## src/rtl/scrypt_pkg.sv

```systemverilog
// Shared scrypt definitions: BlockMix controller state encoding, control word and decode.
package scrypt_pkg;

    localparam int unsigned STATE_W           = 4;
    localparam int unsigned DOUBLE_ROUNDS_DEF = 4;

    typedef enum logic [STATE_W-1:0] {
        ST_IDLE    = 4'd0,
        ST_LOAD_X  = 4'd1,
        ST_XOR_0   = 4'd2,
        ST_ROUND_0 = 4'd3,
        ST_ADD_0   = 4'd4,
        ST_XOR_1   = 4'd5,
        ST_ROUND_1 = 4'd6,
        ST_ADD_1   = 4'd7,
        ST_DONE    = 4'd8
    } bm_state_e;

    typedef struct packed {
        logic valid;
        logic busy;
        logic load_x;
        logic xor_load;
        logic half_sel;
        logic round_en;
        logic feed_add;
        logic y_we;
    } bm_ctl_t;

    // Moore output decode: the datapath controls are a pure function of state.
    function automatic bm_ctl_t bm_decode(input bm_state_e st);
        bm_ctl_t c;
        c = '0;
        case (st)
            ST_LOAD_X: begin
                c.busy   = 1'b1;
                c.load_x = 1'b1;
            end
            ST_XOR_0, ST_XOR_1: begin
                c.busy     = 1'b1;
                c.xor_load = 1'b1;
                c.half_sel = (st == ST_XOR_1);
            end
            ST_ROUND_0, ST_ROUND_1: begin
                c.busy     = 1'b1;
                c.round_en = 1'b1;
                c.half_sel = (st == ST_ROUND_1);
            end
            ST_ADD_0, ST_ADD_1: begin
                c.busy     = 1'b1;
                c.feed_add = 1'b1;
                c.y_we     = 1'b1;
                c.half_sel = (st == ST_ADD_1);
            end
            ST_DONE: begin
                c.busy     = 1'b1;
                c.valid    = 1'b1;
                c.half_sel = 1'b1;
            end
            default: c = '0;
        endcase
        return c;
    endfunction

endpackage

```

## src/rtl/blockmix_ct_counter.sv

```systemverilog
// Salsa double-round counter with synchronous clear and terminal-count flag.
module salsa_round_counter #(
    parameter int unsigned MAX_COUNT = 4
) (
    input  logic clk,
    input  logic rst_n,
    input  logic i_clr,
    input  logic i_en,
    output logic o_tc
);

    localparam int unsigned CNT_W = $clog2(MAX_COUNT + 1);

    logic [CNT_W-1:0] r_count;

    always_ff @(posedge clk or negedge rst_n) begin
        if (!rst_n) begin
            r_count <= '0;
        end else if (i_clr) begin
            r_count <= '0;
        end else if (i_en) begin
            r_count <= r_count + CNT_W'(1);
        end
    end

    // Terminal count marks the last round cycle, so the FSM leaves ROUND after MAX_COUNT cycles.
    assign o_tc = (r_count == CNT_W'(MAX_COUNT - 1));

endmodule

```

## src/rtl/blockmix_ct.sv

```systemverilog
// BlockMix (r = 1) control FSM: sequences load, XOR, Salsa rounds and feed-forward for both halves.
module blockmix_ct
    import scrypt_pkg::*;
#(
    parameter int unsigned DOUBLE_ROUNDS = DOUBLE_ROUNDS_DEF
) (
    input  logic clk,
    input  logic reset_n,
    input  logic blockmix_en,
    output logic blockmix_valid,
    output logic busy,
    output logic load_x,
    output logic xor_load,
    output logic half_sel,
    output logic round_en,
    output logic feed_add,
    output logic y_we
);

    bm_state_e r_state;
    bm_state_e w_next;
    bm_ctl_t   r_ctl;
    logic      w_in_round;
    logic      w_cnt_clr;
    logic      w_tc;

    assign w_in_round = (r_state == ST_ROUND_0) || (r_state == ST_ROUND_1);
    // Count only while staying in a ROUND state; any entry or exit restarts from zero.
    assign w_cnt_clr  = !(w_in_round && (w_next == r_state));

    salsa_round_counter #(
        .MAX_COUNT (DOUBLE_ROUNDS)
    ) u_round_cnt (
        .clk   (clk),
        .rst_n (reset_n),
        .i_clr (w_cnt_clr),
        .i_en  (w_in_round),
        .o_tc  (w_tc)
    );

    always_comb begin
        w_next = ST_IDLE;
        case (r_state)
            ST_IDLE:    w_next = blockmix_en ? ST_LOAD_X : ST_IDLE;
            ST_LOAD_X:  w_next = ST_XOR_0;
            ST_XOR_0:   w_next = ST_ROUND_0;
            ST_ROUND_0: w_next = w_tc ? ST_ADD_0 : ST_ROUND_0;
            ST_ADD_0:   w_next = ST_XOR_1;
            ST_XOR_1:   w_next = ST_ROUND_1;
            ST_ROUND_1: w_next = w_tc ? ST_ADD_1 : ST_ROUND_1;
            ST_ADD_1:   w_next = ST_DONE;
            ST_DONE:    w_next = ST_IDLE;
            default:    w_next = ST_IDLE;
        endcase
        // Dropping the request aborts a run; DONE ignores en since the requester still holds it high.
        if (!blockmix_en && (r_state != ST_IDLE) && (r_state != ST_DONE)) begin
            w_next = ST_IDLE;
        end
    end

    // Outputs are decoded from the next state so they are registered yet still Moore-aligned.
    always_ff @(posedge clk or negedge reset_n) begin
        if (!reset_n) begin
            r_state <= ST_IDLE;
            r_ctl   <= '0;
        end else begin
            r_state <= w_next;
            r_ctl   <= bm_decode(w_next);
        end
    end

    assign blockmix_valid = r_ctl.valid;
    assign busy           = r_ctl.busy;
    assign load_x         = r_ctl.load_x;
    assign xor_load       = r_ctl.xor_load;
    assign half_sel       = r_ctl.half_sel;
    assign round_en       = r_ctl.round_en;
    assign feed_add       = r_ctl.feed_add;
    assign y_we           = r_ctl.y_we;

endmodule
```

## config.mk

```make
export PLATFORM = sky130hd
export DESIGN_NAME = blockmix_ct
export DESIGN_NICKNAME = d
export VERILOG_FILES = /design/src/rtl/scrypt_pkg.sv /design/src/rtl/blockmix_ct_counter.sv /design/src/rtl/blockmix_ct.sv
export SDC_FILE = /design/constraint.sdc
export NUM_CORES = 1
export LEC_CHECK = 0
export ABC_CLOCK_PERIOD_IN_PS = 1400
export BUFFER_PORTS_ARGS = -buffer_cell sky130_fd_sc_hd__buf_2
export CAP_MARGIN = 20
export CORE_MARGIN = 2
export CORE_UTILIZATION = 30
export DETAILED_ROUTE_END_ITERATION = 10
export MAX_ROUTING_LAYER = met4
export PLACE_DENSITY = 0.53
export SLEW_MARGIN = 20
export SYNTH_ARGS = -nofsm -noshare
export SYNTH_HDL_FRONTEND = slang
export SYNTH_SLANG_ARGS = --single-unit
```

## constraint.sdc

```tcl
create_clock -name clk -period 1.4 [get_ports clk]
set_input_delay 0.14 -clock clk [delete_from_list [all_inputs] [get_ports clk]]
set_output_delay 0.14 -clock clk [all_outputs]
set_load 0.05 [all_outputs]
```

Yosys cells after proc, flatten, opt, wreduce, memory -nomap -nowiden
Index checks and enable logic that the tools add are counted. W data, S select, Z words.

Multiplexer cells: 14. Equal/unequal tests: 19. Add/subtract/negate cells: 1. Reduce and logical (&&, ||, !) cells: 11.

Operator list (count): $eq A4 B3 Y1 const B (8); $pmux W4 S8 (1); $eq A4 B2 Y1 const B (4); $mux W3 (3); $eq A4 B1 Y1 const B (2); $reduce_or A8 Y1 (1); $mux W1 (7); $reduce_or A2 Y1 (3); $eq A4 B4 Y1 (1); $eq A4 B4 Y1 const B (1); $logic_not A4 Y1 (1); $mux W4 (1); $ne A4 B4 Y1 const B (1); $pmux W1 S4 (1); $reduce_bool A4 Y1 (1); $add A3 B1 Y3 const B (1); $eq A3 B2 Y1 const B (1); $logic_and A1 B1 Y1 (3); $mux W2 (1); $ne A2 B2 Y1 const B (1); $logic_not A1 Y1 (1); $logic_or A1 B1 Y1 (1).

Input port bits: 3. Output and inout bits: 8. Register bits: 15. Word-level logic and storage cells: 55.

Depth between registers and ports, before layout
Gate-level depths: netlist of run 1.

Depth after elaboration: 7. Mapped depth: 5. Depth with buffers taken out: 5.

Hierarchy
Synthesis of run 1 repeated with hierarchy kept, for this count alone.

Cells, all modules: 53. Area total of the unflattened synthesis: 621.8 µm².

Modules (own cells, without submodules): blockmix_ct (sequential area each 275.3 µm², instances 1, area each 480.5 µm², cells an instance 41); salsa_round_counter (sequential area each 75.1 µm², instances 1, area each 141.4 µm², cells an instance 12).

Least setup slack after synthesis of run 1
OpenSTA, ideal clock, no wires.

Path kind: register -> register. Start: reg u_round_cnt.r_count[0]. End: reg r_state[0]. Required time: 1281 ps. Buffers on the path: 0. Slack: 70 ps. Arrival time: 1212 ps. Stages on the path, launching flop included: 6. Clock period less this slack: 1330 ps. Path through: dfrtp_1 > ha_1 > ha_1 > and2b_4 > a2bb2oi_1 > nor2_1.

Longest elaborated chain between the ends: 4. Elaborated cells on any way between the ends: 5. Classes of those cells: eq/ne: 1; mux: 4.

RTL lines: from (decl) (RTL line blockmix_ct_counter.sv:14) `logic [CNT_W-1:0] r_count;`; from (signal assigned) (RTL line blockmix_ct_counter.sv:22) `r_count <= r_count + CNT_W'(1);`; $eq A3 B2 Y1 (*) (RTL line blockmix_ct_counter.sv:27) `assign o_tc = (r_count == CNT_W'(MAX_COUNT - 1));`; $mux W1 / $mux W3 (equally long branches) (RTL line blockmix_ct.sv:50, blockmix_ct.sv:47); $pmux W4 S8 (*) (RTL line blockmix_ct.sv:43) `case (r_state)`; $mux W4 (*) (RTL line blockmix_ct.sv:56) `if (!blockmix_en && (r_state != ST_IDLE) && (r_state != ST_DONE)) begin`; via w_next[0] (RTL line blockmix_ct.sv:21) `bm_state_e w_next;`; to (signal assigned) (RTL line blockmix_ct.sv:67) `r_state <= w_next;`; to (decl) (RTL line blockmix_ct.sv:20) `bm_state_e r_state;`.

The timed path passes the listed nets; every way through them passes the cells marked *. A chain may end at the register's enable or synchronous reset.

Final worst setup path of run 1
Ends and elaborated chain as after synthesis.

==> Flow_metrics.wiki, run 1 <==
{| class="wikitable"
! Metric !! Value
|-
| Result of the run || finished clean
|-
| Number of design rule violations left after detail routing || 0
|-
| Fmax || 725 MHz
|-
| Starting utilization of the core area || 0.315
|-
| Critical-path cell list || ha_1 -> ha_2 -> and2b_4 -> a2bb2oi_1 -> nor2_1
|-
| Seq/Total Area, Yosys || 0.573
|-
| FP Rows || 16
|-
| Number of antenna violations at the first check in global routing || 0
|-
| Data required time at the worst endpoint || 1.57 ns
|-
| Delay of the slowest critical-path stage || 0.39 ns
|-
| Average vias per placed instance || 4.16
|-
| Most common cell in the synthesized netlist || sky130_fd_sc_hd__dfrtp_1
|-
| Congestion Overflow GR || 0
|-
| Instance count on the critical path || 5
|-
| Yosys cell types || 21
|-
| Final RePlAce weighted congestion || 0.672
|-
| Buffers & Inverters on Critical Path || 0
|-
| IO buf count || 10
|-
| Overall power of the completed layout || around 0.83 mW
|-
| Worst-margin pin slew || about 0.31 ns
|-
| Layout cells sized above 1 || 0.339
|-
| First-pass GRT wire length || 1.51 mm
|-
| Residual antenna-violating net count after detailed routing || 0
|-
| Diodes inserted || 0
|-
| Worst-case register-to-register setup slack || 0.02 ns
|-
| Kind of critical path || reg -> reg
|-
| Setup Buffers After CTS || 0
|-
| Top cell type by total area after synthesis || sky130_fd_sc_hd__dfrtp_1
|-
| Clock tree from TritonCTS || yes
|-
| Y dimension of the die || 49.2 um
|-
| Crit path time final || 1.38 ns
|-
| Vias || 370
|-
| Detailed router's first-iteration violation count || 5
|-
| Largest fanout on the critical path || 5
|-
| RSZ-0062 raised after global routing || true
|-
| Clk buf depth || 2
|-
| Yosys warns || 0
|-
| Total Nets Final || between 60 and 70
|-
| Largest net degree at the start of global routing || 15
|-
| Max-slew violation total from the final report || 0
|-
| Period Utilization, post-route || 0.985
|-
| Via count of the first global-routing pass || 340
|-
| Leading cell types by count after synthesis || sky130_fd_sc_hd__dfrtp_1, sky130_fd_sc_hd__nor2_1, sky130_fd_sc_hd__a21oi_1, sky130_fd_sc_hd__nand2_1
|-
| Clock insertion delay at the later pin of the skew report || about 0.28 ns
|-
| Clock skew after layout || 0.00186 ns
|-
| Root buf cell || sky130_fd_sc_hd__clkbuf_4
|-
| Post-layout util || 0.364
|-
| Final setup TNS || 0 ns
|-
| Worst hold path cell count || 3
|-
| Leakage power of the design || 0.358 nW
|-
| Depth of the most critical reg-to-reg path || 5
|-
| Max-Slew Margin vs Limit || 0.794
|-
| Routed wire length || ~900 um
|-
| Aggregate global-route resource usage || 0.0865
|-
| Arrival time at the worst endpoint || 1.55 ns
|-
| Number of flops mapped to enable cells by yosys || 0
|-
| First-pass detailed-route iteration total || 4
|-
| Nature of the critical path startpoint || flop
|-
| Detailed-placement wirelength estimate || 613 um
|-
| Synth Net Count || 56
|-
| Final number of hold-violating endpoints || 0
|-
| Total power divided by cell area || 1170 mW/mm^2
|-
| Core area || ~0.0019 mm^2
|-
| Max Cap Violations || 0
|-
| Ys async rst share || 1.00
|-
| Die Area || ~0.0024 mm^2
|-
| VDD IR-drop max || between 0.3 and 0.4 mV
|-
| Mean post-synth cell area || 12.0 um^2
|-
| H-tree level count || 1
|-
| Number of clock sinks seen by CTS || 14
|-
| Family with the most delay on the worst path || adder cells
|-
| Count of boundary I/O pins || 11
|-
| Average wire per standard cell || 9.91 um
|-
| Gate count of the mapped netlist || 51
|-
| Floorplan die width || 49.2 um
|-
| Critical-path top delay cell || sky130_fd_sc_hd__dfrtp_1
|-
| Worst Hold Class || in -> reg
|-
| CP Capture Type || flop
|-
| Top post-synthesis cells by area || sky130_fd_sc_hd__dfrtp_1, sky130_fd_sc_hd__nor2_1, sky130_fd_sc_hd__ha_1
|-
| Number of setup violations in the final report || 0
|-
| Post-synthesis instance area || 612 um^2
|-
| Number of clock buffers inserted by TritonCTS || 3
|-
| Seq cells post-synth || 14
|-
| Clock-pin slew reported for the worst setup and hold paths after clock tree synthesis || 0.08 ns
|-
| Area growth from synthesis to layout || 15.5%
|-
| Area fraction of the dominant cell type after synthesis || 0.573
|-
| Top flip-flop cell by instance count after synthesis || sky130_fd_sc_hd__dfrtp_1
|}
## worst min-delay path, stage by stage
cell	delay (ns)
sky130_fd_sc_hd__buf_2	0.11
sky130_fd_sc_hd__nand2b_4	0.10
sky130_fd_sc_hd__a21oi_1	0.05
## cell families (layout without fill, tap and decap cells)
group           after synthesis  after routing  share of synthesized area
simple gates                 21             21                      0.225
flops                        14             14                      0.573
fa+ha+maj                     2              2                     0.0409
compound gates                6              6                     0.0552
xor+xnor                      1              1                     0.0266
buf+inv                       7             18                     0.0797
## cell usage in the layout, fill, tap and decap left out, drive strengths merged, types with 2 or more instances in the layout
master	netlist	layout
o21ai	2	2
nand2	3	3
a21oi	3	3
and2b	3	3
clkbuf	0	4
dfrtp	14	14
nor3	2	2
inv	3	3
ha	2	2
nor2	7	7
nand3b	2	2
buf	4	10
## repair_timing
item / in CTS / in global routing
hold endpoints to repair: 14 / 0
gates resized for setup: 1 / 0
hold buffers: 1 / 0
endpoints found under the setup margin: 1 / 2
## path summary, 6_finish.rpt
path,end,from
max,r_state[0],u_round_cnt.r_count[0]
min,r_state[2],blockmix_en
max reg2reg,r_state[0],u_round_cnt.r_count[0]
min reg2reg,u_round_cnt.r_count[0],u_round_cnt.r_count[0]
max in group asynchronous,busy,reset_n
min in group asynchronous,u_round_cnt.r_count[0],reset_n
## state kept, by name, summed over array words and instances, names as in the netlist
signal	flops
r_state	4
u_round_cnt.r_count	3
blockmix_valid	1
busy	1
feed_add	1
half_sel	1
load_x	1
round_en	1
xor_load	1
## through the flow
step | cells | hold slack, ns | setup WS [ns] | cell area, um^2
after floorplan | 51 | -0.156 | 0.0698 | 612
after global placement | 84 | 0.0539 | 0.0479 | 658
after detailed placement | 84 | 0.0534 | 0.00393 | 658
after CTS | 89 | 0.158 | 0.0270 | 707
after global routing | 89 | 0.160 | -0.0453 | 707
final | 89 | 0.164 | 0.0210 | 707
## area by class of cell
type	instances	area (um^2)
fill	204	1230
sequential	14	350
multi-input combinational	30	215
timing repair buffer	11	60.1
clock buffer	4	36.3
tap	27	33.8
inverter	3	11.3
## per-layer routing
metal / up-vias / global-route usage / wire length, um
met3: 2 / 0.0276 / 48
met2: 14 / 0.122 / 385
li1: 185 / - / -
met5: - / - / 0
met4: 0 / 0.0571 / 13
met1: 169 / 0.106 / 434
## power breakdown
| part | internal, mW | switching (mW) |
|---|---|---|
| Clock | 0.158 | 0.131 |
| Combinational | 0.0359 | 0.0647 |
| Sequential | 0.420 | 0.0189 |
| Total | 0.614 | 0.214 |
Note: power is estimated with default switching activity, not from simulation.
==> run 2, diff against run 1 <==
- ABC_CLOCK_PERIOD_IN_PS: 1400 -> 1300
- PLACE_DENSITY: 0.53 -> 0.51
- clock period: 1.4 -> 1.3 ns (I/O delays scaled with it)
==> run 2 against run 1 <==
  * Maximum frequency increased by 7.4%
  * Worst setup slack got worse by 0.0051 ns
  * Routed wire length decreased by 3.4%
  * Cell count increased by 1.1%
  * Design area increased by 3.7%
  * Critical path type unchanged
  * Highest routed layer unchanged
  * Power increased by 7.6%
  * Hold slack got worse by 0.015 ns
==> Flow_metrics.wiki, run 2 (synthesis gave the netlist of run 1 again) <==
{| class="wikitable"
! Metric !! Value
|-
| Final setup TNS || 0 ns
|-
| Leakage power of the design || approximately 0.36 nW
|-
| Worst Hold Class || in -> reg
|-
| Vias || 383
|-
| Worst Hold Endpoint || r_state[2]
|-
| Setup Buffers After CTS || 0
|-
| Number of antenna violations at the first check in global routing || 0
|-
| Part of the total power dissipated in sequential elements || 0.532
|-
| VDD IR-drop max || 0.491 mV
|-
| Average wire per standard cell || about 9.5 um
|-
| Worst-margin pin slew || 0.324 ns
|-
| Share of total power consumed by net switching || 0.255
|-
| Number of design rule violations left after detail routing || 0
|-
| Routed wire length || 852 um
|-
| RSZ-0062 raised after global routing || true
|-
| Total power divided by cell area || ~1200 mW/mm^2
|-
| First-pass detailed-route iteration total || 4
|-
| Max-slew violation total from the final report || 0
|-
| FP Rows || 16
|-
| Worst hold path cell count || 3
|-
| Flip-flop count of the largest register after layout || 4
|-
| Y dimension of the die || just under 50 um
|-
| Nature of the critical path startpoint || flop
|-
| Detailed router's first-iteration violation count || 3
|-
| Placed cells || 85
|-
| Worst reg2reg path endpoint || r_state[0]
|-
| Via count of the first global-routing pass || 310
|-
| Power spent charging and discharging nets || 0.227 mW
|-
| Number of clock sinks seen by CTS || 14
|-
| Residual antenna-violating net count after detailed routing || 0
|-
| Detailed-placement wirelength estimate || a little over 600 um
|-
| Fraction of power consumed by the clock network || 0.343
|-
| Max Cap Violations || 0
|-
| Clock skew after layout || 0.00199 ns
|-
| IO buf count || 10
|-
| Most flops, register || r_state
|-
| Arrival time at the worst endpoint || between 1 and 1.5 ns
|-
| Fmax || 779 MHz
|-
| Result of the run || finished clean
|-
| Clock-pin slew reported for the worst setup and hold paths after clock tree synthesis || 0.08 ns
|-
| Total Nets Final || 69
|-
| Depth of the most critical reg-to-reg path || 5
|-
| Clock insertion delay at the later pin of the skew report || 0.28 ns
|-
| Aggregate global-route resource usage || 0.0826
|-
| Kind of critical path || reg -> reg
|-
| First-pass GRT wire length || 1.44 mm
|-
| Max-Slew Margin vs Limit || 0.784
|-
| Delay of the slowest critical-path stage || slightly below 0.4 ns
|-
| Congestion Overflow GR || 0
|-
| Average vias per placed instance || ~4.3
|-
| Number of clock buffers inserted by TritonCTS || 3
|-
| Count of boundary I/O pins || 11
|-
| Area growth from synthesis to layout || 19.8%
|-
| Commonest non-fill, non-tap cell in the layout || sky130_fd_sc_hd__dfrtp_1
|-
| Starting utilization of the core area || 0.315
|-
| Clock tree from TritonCTS || yes
|-
| Layout cells sized above 1 || 0.381
|-
| Root buf cell || sky130_fd_sc_hd__clkbuf_4
|-
| Internal power summed over all cells || approximately 0.66 mW
|-
| Worst-case register-to-register setup slack || 0.02 ns
|-
| Floorplan die width || about 49 um
|-
| Number of setup violations in the final report || 0
|-
| CP Capture Type || flop
|-
| Combinational fraction of design power || 0.125
|-
| Hold_ws || 0.148 ns
|-
| Largest fanout on the critical path || 5
|-
| Diodes inserted || 0
|-
| Cell Count, Final, Fillers Out || 90
|-
| Die Area || 0.00242 mm^2
|-
| Final number of hold-violating endpoints || 0
|-
| Commonest cells after routing, fill and taps aside || sky130_fd_sc_hd__dfrtp_1, sky130_fd_sc_hd__buf_2, sky130_fd_sc_hd__nor2_1
|-
| H-tree level count || 1
|-
| Clk buf depth || 2
|-
| Largest registers ranked by flip-flop count || r_state (4), u_round_cnt.r_count (3)
|-
| Period Utilization, post-route || 0.988
|-
| Start point of the worst min-delay path || blockmix_en
|-
| Data required time at the worst endpoint || approximately 1.5 ns
|-
| Critical-path top delay cell || sky130_fd_sc_hd__dfrtp_1
|-
| Crit path time final || 1.28 ns
|-
| Largest net degree at the start of global routing || 15
|-
| Final RePlAce weighted congestion || 0.705
|-
| Core area || between 0.0015 and 0.002 mm^2
|-
| Worst reg2reg path startpoint || u_round_cnt.r_count[0]
|-
| Critical-path cell list || ha_2 -> ha_4 -> and2b_4 -> a2bb2oi_2 -> nor2_1
|}
## run 2: worst max-delay path: cells and delay by family, from the launching register on
kind                     cells  cell delay, ns
AND/OR/NAND/NOR              2            0.30
flip-flops                   1            0.39
AO/OA/AOI/OAI                1            0.13
adder cells (fa/ha/maj)      2            0.36
## run 2: cell type report
type,count,area [um^2]
clock buffers,4,36.3
fillers,196,1210
inverters,3,11.3
multi-input cells,30,234
flip-flops and latches,14,350
well taps,27,33.8
repair buffers,12,67.6
## run 2: layer usage
| layer | track usage | share of wire |
|---|---|---|
| met5 | - | 0 |
| met4 | 0.0286 | 0.011 |
| met3 | 0.0460 | 0.068 |
| met2 | 0.117 | 0.45 |
| met1 | 0.0980 | 0.47 |
## run 2: worst max-delay path by stage
stage	slack, ns	cells past startpoint	startpoint	to
2_1_floorplan	0.004	5	u_round_cnt.r_count[0]	r_state[0]
3_3_place_gp	-0.02	5	u_round_cnt.r_count[0]	r_state[0]
3_5_place_dp	-0.06	5	u_round_cnt.r_count[0]	r_state[0]
4_1_cts	0.01	5	u_round_cnt.r_count[0]	r_state[0]
5_1_grt	-0.03	5	u_round_cnt.r_count[0]	r_state[0]
6_report	0.02	5	u_round_cnt.r_count[0]	r_state[0]
## run 2: power by group through the flow
stage                     combinational, mW  clock (mW)  sequential (mW)
final                                 0.111       0.306            0.474
after global routing                  0.121       0.338            0.477
after CTS                             0.113       0.322            0.473
after detailed placement              0.107           0            0.481
after global placement                0.107           0            0.481
after floorplan                      0.0699           0            0.499
## run 2: timing repair
| action | in CTS | in global routing |
|---|---|---|
| resized for setup | 3 | 0 |
| endpoints found under the setup margin | 3 | 4 |
| cloned | 0 | 0 |
| pin swaps | 1 | 0 |
| endpoints found under the hold margin | 14 | 0 |
| hold buffers | 1 | 0 |
## run 2: through the flow
stage / total power, mW / cell area, um^2 / setup slack [ns] / util
floorplan: 0.569 / 614 / 0.00394 / -
global placement: 0.588 / 668 / -0.0241 / 0.344
detailed placement: 0.588 / 668 / -0.0587 / 0.344
CTS: 0.909 / 733 / 0.0127 / 0.378
global route: 0.935 / 733 / -0.0283 / 0.378
finish: 0.891 / 733 / 0.0159 / 0.378
